## src/rtl/rocketcpu_audio_pkg.sv

```systemverilog
// Shared constants, address-kind encoding and byte-merge helper for the audio register bank.
package rocketcpu_audio_pkg;

   localparam logic [31:0] DEF_RO_OFFSET   = 32'h0001_0000;
   localparam logic [31:0] DEF_CTRL_OFFSET = 32'h0000_8000;

   localparam int CTRL_COMMIT    = 0;
   localparam int CTRL_IMMEDIATE = 1;

   typedef enum logic [1:0] {
      KIND_UNMAPPED = 2'd0,
      KIND_RW       = 2'd1,
      KIND_RO       = 2'd2,
      KIND_CTRL     = 2'd3
   } kind_e;

   function automatic logic [31:0] merge(input logic [31:0] old_v,
                                         input logic [31:0] dat,
                                         input logic [3:0]  sel);
      logic [31:0] r;
      r = old_v;
      for (int k = 0; k < 4; k++) begin
         if (sel[k]) r[8*k +: 8] = dat[8*k +: 8];
      end
      return r;
   endfunction

endpackage

```

## src/rtl/rocketcpu_wb_slave_if.sv

```systemverilog
// Wishbone accept/ack handshake and address classification for the audio register bank.
module rocketcpu_wb_slave_if
   import rocketcpu_audio_pkg::*;
#(
   parameter logic [31:0] BASE_ADDR   = 32'h1000_0000,
   parameter int          N_RW        = 16,
   parameter int          N_RO        = 4,
   parameter logic [31:0] RO_OFFSET   = DEF_RO_OFFSET,
   parameter logic [31:0] CTRL_OFFSET = DEF_CTRL_OFFSET
) (
   input  logic        i_clk,
   input  logic        i_rst_n,
   input  logic [31:0] i_adr,
   input  logic        i_cyc,
   output logic        o_accept,
   output logic        o_ack,
   output logic [1:0]  o_kind,
   output logic [5:0]  o_idx
);

   localparam logic [31:0] RW_SPAN   = 32'(4 * N_RW);
   localparam logic [31:0] RO_SPAN   = 32'(4 * N_RO);
   localparam logic [31:0] RO_BASE   = BASE_ADDR + RO_OFFSET;
   localparam logic [31:0] CTRL_ADDR = BASE_ADDR + CTRL_OFFSET;

   logic        ack_q;
   logic [31:0] off_rw;
   logic [31:0] off_ro;

   // The ack blocks a second accept, so a held cyc yields one access per two cycles.
   assign o_accept = i_cyc & ~ack_q;
   assign o_ack    = ack_q;

   always_ff @(posedge i_clk or negedge i_rst_n) begin
      if (!i_rst_n) ack_q <= 1'b0;
      else          ack_q <= o_accept;
   end

   // Offsets wrap modulo 2^32, so addresses below a window land far above its span.
   assign off_rw = i_adr - BASE_ADDR;
   assign off_ro = i_adr - RO_BASE;

   always_comb begin
      o_kind = KIND_UNMAPPED;
      o_idx  = 6'd0;
      if (off_rw < RW_SPAN) begin
         o_kind = KIND_RW;
         o_idx  = off_rw[7:2];
      end else if (off_ro < RO_SPAN) begin
         o_kind = KIND_RO;
         o_idx  = off_ro[7:2];
      end else if (i_adr[31:2] == CTRL_ADDR[31:2]) begin
         o_kind = KIND_CTRL;
      end
   end

endmodule

```

## src/rtl/rocketcpu_audio_regbank.sv

```systemverilog
// Double-buffered Wishbone parameter bank: shadow writes become active together on a sample tick.
module rocketcpu_audio_regbank
   import rocketcpu_audio_pkg::*;
#(
   parameter logic [31:0] BASE_ADDR   = 32'h1000_0000,
   parameter int          N_RW        = 16,
   parameter int          N_RO        = 4,
   parameter logic [31:0] RO_OFFSET   = DEF_RO_OFFSET,
   parameter logic [31:0] CTRL_OFFSET = DEF_CTRL_OFFSET
) (
   input  logic                  i_wb_clk,
   input  logic                  i_wb_rst_n,
   input  logic [31:0]           i_wb_adr,
   input  logic [31:0]           i_wb_dat,
   input  logic [3:0]            i_wb_sel,
   input  logic                  i_wb_we,
   input  logic                  i_wb_cyc,
   output logic [31:0]           o_wb_rdt,
   output logic                  o_wb_ack,
   input  logic                  i_sample_tick,
   input  logic [32*N_RO-1:0]    i_iparam,
   output logic [32*N_RW-1:0]    o_param,
   output logic                  o_commit
);

   logic        accept;
   logic [1:0]  kind;
   logic [5:0]  idx;

   logic [31:0] shadow_q [N_RW];
   logic [31:0] shadow_d [N_RW];
   logic [31:0] active_q [N_RW];
   logic [31:0] active_d [N_RW];
   logic [31:0] snap_q   [N_RO];
   logic        pending_q, pending_d;
   logic        immediate_q, immediate_d;
   logic [31:0] rdt_q, rdt_d;
   logic        commit_q, commit_d;

   logic commit_fire;
   logic rw_write;
   logic ctrl_write;

   rocketcpu_wb_slave_if #(
      .BASE_ADDR  (BASE_ADDR),
      .N_RW       (N_RW),
      .N_RO       (N_RO),
      .RO_OFFSET  (RO_OFFSET),
      .CTRL_OFFSET(CTRL_OFFSET)
   ) u_if (
      .i_clk   (i_wb_clk),
      .i_rst_n (i_wb_rst_n),
      .i_adr   (i_wb_adr),
      .i_cyc   (i_wb_cyc),
      .o_accept(accept),
      .o_ack   (o_wb_ack),
      .o_kind  (kind),
      .o_idx   (idx)
   );

   assign commit_fire = i_sample_tick & pending_q;
   assign rw_write    = accept & i_wb_we & (kind == KIND_RW);
   assign ctrl_write  = accept & i_wb_we & (kind == KIND_CTRL) & i_wb_sel[0];

   always_comb begin
      shadow_d    = shadow_q;
      active_d    = active_q;
      pending_d   = pending_q;
      immediate_d = immediate_q;
      rdt_d       = rdt_q;
      commit_d    = commit_fire;

      // The commit copies the pre-write shadow; a same-cycle write only lands in shadow.
      if (commit_fire) begin
         active_d  = shadow_q;
         pending_d = 1'b0;
      end

      for (int i = 0; i < N_RW; i++) begin
         if (rw_write && idx == 6'(i)) begin
            shadow_d[i] = merge(shadow_q[i], i_wb_dat, i_wb_sel);
            if (immediate_q) begin
               active_d[i] = merge(active_d[i], i_wb_dat, i_wb_sel);
               commit_d    = 1'b1;
            end
         end
      end

      // Setting pending wins over a same-cycle commit clear, deferring to the next tick.
      if (ctrl_write) begin
         if (i_wb_dat[CTRL_COMMIT]) pending_d = 1'b1;
         immediate_d = i_wb_dat[CTRL_IMMEDIATE];
      end

      if (accept) begin
         rdt_d = 32'd0;
         unique case (kind)
            KIND_RW: begin
               for (int i = 0; i < N_RW; i++) if (idx == 6'(i)) rdt_d = shadow_q[i];
            end
            KIND_RO: begin
               for (int j = 0; j < N_RO; j++) if (idx == 6'(j)) rdt_d = snap_q[j];
            end
            KIND_CTRL: rdt_d = {30'd0, immediate_q, pending_q};
            default:   rdt_d = 32'd0;
         endcase
      end
   end

   // NOTE: the register arrays are reset as well, because o_param must read 0 straight out of reset.
   always_ff @(posedge i_wb_clk or negedge i_wb_rst_n) begin
      if (!i_wb_rst_n) begin
         for (int i = 0; i < N_RW; i++) begin
            shadow_q[i] <= 32'd0;
            active_q[i] <= 32'd0;
         end
         for (int j = 0; j < N_RO; j++) snap_q[j] <= 32'd0;
         pending_q   <= 1'b0;
         immediate_q <= 1'b0;
         rdt_q       <= 32'd0;
         commit_q    <= 1'b0;
      end else begin
         shadow_q    <= shadow_d;
         active_q    <= active_d;
         pending_q   <= pending_d;
         immediate_q <= immediate_d;
         rdt_q       <= rdt_d;
         commit_q    <= commit_d;
         if (i_sample_tick) begin
            for (int j = 0; j < N_RO; j++) snap_q[j] <= i_iparam[32*j +: 32];
         end
      end
   end

   for (genvar g = 0; g < N_RW; g++) begin : g_param
      assign o_param[32*g +: 32] = active_q[g];
   end

   assign o_wb_rdt = rdt_q;
   assign o_commit = commit_q;

endmodule

```

## config.mk

```make
export PLATFORM = sky130hd
export DESIGN_NAME = rocketcpu_audio_regbank
export DESIGN_NICKNAME = d
export VERILOG_FILES = /design/src/rtl/rocketcpu_audio_pkg.sv /design/src/rtl/rocketcpu_wb_slave_if.sv /design/src/rtl/rocketcpu_audio_regbank.sv
export SDC_FILE = /design/constraint.sdc
export NUM_CORES = 2
export LEC_CHECK = 0
export CAP_MARGIN = 10
export CORE_UTILIZATION = 40
export CTS_BUF_LIST = sky130_fd_sc_hd__clkbuf_8
export DETAILED_ROUTE_END_ITERATION = 16
export HOLD_SLACK_MARGIN = 0.05
export PLACE_DENSITY = 0.71
export SLEW_MARGIN = 20
export SYNTH_ARGS = -nofsm -noshare
export SYNTH_HDL_FRONTEND = slang
export SYNTH_HIERARCHICAL = 1
export SYNTH_SLANG_ARGS = --single-unit
```

## constraint.sdc

```tcl
create_clock -name i_wb_clk -period 2.25 [get_ports i_wb_clk]
set_clock_uncertainty 0.15 [all_clocks]
set_input_delay 0.675 -clock i_wb_clk [delete_from_list [all_inputs] [get_ports i_wb_clk]]
set_output_delay 0.675 -clock i_wb_clk [all_outputs]
set_load 0.01 [all_outputs]
```

==> impl_results.md <==
* Gr usage total at 0.319
* Worst setup margin at -0.571 ns
* Outcome: finished with violations
* Simple-Gate Fraction of Synth Area at 0.0773
* Worst skew pair latency at 0.98 ns
* Mux cell area share after synthesis at 0.245
* Adder-cell share of the synthesized area at 0
* Worst R2R Path Depth at 13
* FF+latch area at between 20000 and 30000 um2
* Type of the most critical hold path: in -> reg
* Pin count of the biggest net entering global routing at 115
* Slew headroom at 0.584
* Reg-to-reg setup timing slack at -0.29 ns
* Synth Cell Area at 54800 um2
* Hold Fails Final Rpt at 0
* Post-DP Area at between 60000 and 70000 um2
* Global route total overflow at 0
* Antenna viol nets, final at 0
* Initial Util at 0.404
* Async set-or-reset flop fraction in the synthesized netlist at 1.00
* WP depth at 17
* Mapped Cells at 4732
* Data arrival, critical path at about 3.5 ns
* CTS tree: done
* Commonest non-fill, non-tap cells in the layout: dfrtp_1 (1153), mux2_2 (615), mux2i_1 (519)
* Number of max-slew violations in the final report at 0
* Core box area at 136000 um2
* First-pass GRT wire length at 320000 um
* CP peak stage delay at roughly 0.33 ns
* Clock Path Buffers at 3
* Initial antenna violation count at 10
* Remaining DRCs at 0
* Setup crit start: i_wb_adr[17]
* Chip Width at about 370 um
* # IOs at approximately 750
* Max H-tree Level at 4
* CP required at a little under 3 ns
* Pleak at 41.6 nW
* IO buf count at roughly 740
* Worst vdd ir at approximately 0.00052 V
* Via count at between 40000 and 50000
* Area growth syn-to-layout at 46.9%
* Initial drt markers at 5156
* Post-synth EDFFs at 0
* Slew at the pin closest to its max-slew limit at around 0.62 ns
* Drt pass-1 iters at 6
* Post-synthesis sequential area ratio at 0.543
* PD cells at around 550 nW/um2
* Crit path cell chain: buf_6 -> nor4_4 -> nand4_4 -> buf_12 -> buf_6 -> a2111oi_4 -> buf_4 -> nand3_4 -> nor2_4 -> buf_12 -> and2_4 -> buf_4 -> buf_6 -> buf_16 -> and3_4 -> nand2_1 -> o21ai_1
* Top_reg_cell synth: dfrtp_1
* Fmax at between 300 and 400 MHz
* Root buffer cell: clkbuf_8
* Synth Warn # at 6
* CP Capture Type: register
* Most frequent CP cell: buf_6
* Xor/xnor cell area share of the yosys netlist at 0
* R2r endpoint: o_param[242]
* Worst-path clk slew at approximately 0.06 ns
* Total Routed Length at around 240000 um
* Wirelength per Cell at between 20 and 30 um
* Finish-stage setup viols at between 1500 and 2000
* Vias in the first global route at between 40000 and 50000
* Pwr Total at about 0.044 W
* Mean Syn Cell Area at 11.6 um2
* Core Rows at approximately 140
* Fin crit share at 1.25
* FF+latch count, synth at roughly 1200
* Global placer's final weighted congestion at 0.931
* Fill cells at around 10000
* Buf+Inv Stages, Crit Path at 8
* Largest family of logic cells by synthesized area: multiplexers
* Number of buffers created by CTS at approximately 200
* Clock sinks at about 1200
* Drt via density at 5.86
* Setup CP Type: in -> reg
* Final #Nets at 6386
* Netlist cell types at between 60 and 70
* Number of max-cap violations at 0
* Placed cell count at 7273
* Finished Layout Cells at 8122
* Top Family by Delay on Critical Path: simple AND/OR/NAND/NOR gates
* DP Wirelength at roughly 160000 um
* Worst-path fanout max at 8
* Post-Layout Inst Area at between 80000 and 90000 um2
* Compound-cell area share of the yosys netlist at 0.102
* Critical R2R Launch: u_if/o_ack
* Die height at between 300 and 400 um
* Crit path max-delay cell type: nor4_4
* Failing checks: setup timing
* Period minus WS final at 2.82 ns
* DIE AREA at around 140000 um2
* Layout cell share with drive strength beyond 1 at 0.484
* Area of the multi-input gates at 27000 um2
* Commonest non-fill, non-tap cell in the layout: dfrtp_1
* End of the critical path: o_param[242]
* Unrepaired setup endpoints after global routing: yes
* Critical Path Start Type: primary input
[through the flow]
stage / hold WS, ns / setup TNS (ns) / utilization / setup WS, ns
CTS: 0.0506 / -611.76 / 0.561 / -0.650
global route: 0.110 / -587.07 / 0.593 / -0.612
detailed placement: 0.341 / -1841.68 / 0.509 / -2.15
floorplan: 0.229 / -859.77 / - / -1.03
finish: 0.153 / -515.74 / 0.593 / -0.571
global placement: 0.334 / -1802.18 / 0.509 / -2.05
[state kept, by name, summed over array words and instances (netlist names)]
name and count:
o_param 512, shadow_q 512, snap_q 128, o_wb_rdt 32, immediate_q 1, o_commit 1, pending_q 1, u_if/o_ack 1
[worst min path at each step]
stage / startpoint / endpoint / slack (ns) / depth (start not counted)
floorplan: i_wb_rst_n / immediate_q / 0.23 / 0
global placement: o_wb_rdt[8] / o_wb_rdt[8] / 0.33 / 2
global route: i_iparam[99] / snap_q[3] / 0.11 / 2
detailed placement: snap_q[24] / snap_q[24] / 0.34 / 1
finish: i_iparam[57] / snap_q[89] / 0.15 / 2
CTS: i_iparam[31] / snap_q[127] / 0.05 / 2
[cell type report]
cell class	instances	share of cell area
clock inverters	107	0.00938
well taps	1781	0.0277
inverters	3	0.000140
multi-input cells	3122	0.336
flip-flops and latches	1188	0.370
clock buffers	240	0.0410
repair buffers	1673	0.216
diodes	8	0.000249
[synth_stat cells, drive strengths merged, types with 6 or more instances]
master / n / share of area
dfrtp: 1188 / 0.54
nand2: 657 / 0.046
mux2: 646 / 0.13
o21ai: 595 / 0.054
mux2i: 521 / 0.095
clkbuf: 296 / 0.020
buf: 128 / 0.012
a22oi: 112 / 0.015
nor2: 93 / 0.0072
a21oi: 79 / 0.0072
and3: 73 / 0.0083
mux4: 42 / 0.017
nor2b: 37 / 0.0042
o22ai: 37 / 0.0042
nor3: 27 / 0.0031
a221oi: 25 / 0.0040
nand3: 19 / 0.0017
o22a: 16 / 0.0026
o211ai: 15 / 0.0021
o21a: 14 / 0.0019
a32oi: 13 / 0.0021
nor4: 11 / 0.0018
o221ai: 11 / 0.0018
nand2b: 10 / 0.0011
a22o: 7 / 0.0011
a221o: 6 / 0.0011
a31oi: 6 / 0.00069
[cell families (layout without fill, tap and decap cells)]
kind of cell,after synthesis,after routing
mux,1209,1209
simple gates,951,955
flops,1188,1188
buf+inv,427,2023
compound gates,956,956
other cells,1,10
[per-layer routing]
metal | vias up | track usage | share of wire | wire length, um
li1 | 19922 | - | - | -
met1 | 24115 | 0.414 | 0.39 | 92100
met2 | 2873 | 0.499 | 0.46 | 109000
met3 | 716 | 0.0829 | 0.092 | 21900
met4 | 2 | 0.146 | 0.063 | 14900
met5 | - | 0 | 0.000051 | 12
[power by group]
group | internal (W) | switching [W] | leakage [nW]
Clock | 0.0104 | 0.00945 | 2.35
Sequential | 0.0216 | 0.000152 | 16.3
Combinational | 0.000891 | 0.00141 | 23.0
Total | 0.0329 | 0.0110 | 41.6
[worst reg2reg max path, stage by stage (launching register included)]
cell and delay [ns]:
dfrtp_1 0.41, buf_4 0.15, nor2b_2 0.15, buf_12 0.17
nand3_4 0.11, nor2_4 0.10, buf_12 0.15, and2_4 0.25
buf_4 0.14, buf_6 0.10, buf_16 0.14, and3_4 0.27
nand2_1 0.07, o21ai_1 0.10
[what timing repair did]
item,CTS,global route
cloned,25,44
gates resized for setup,602,2080
endpoints found under the setup margin,1605,1603
buffers inserted,106,343
hold buffers,4,0
hold endpoints to repair,1148,0
pin swaps,119,176
No activity file was read; power rests on OpenSTA's default activity.
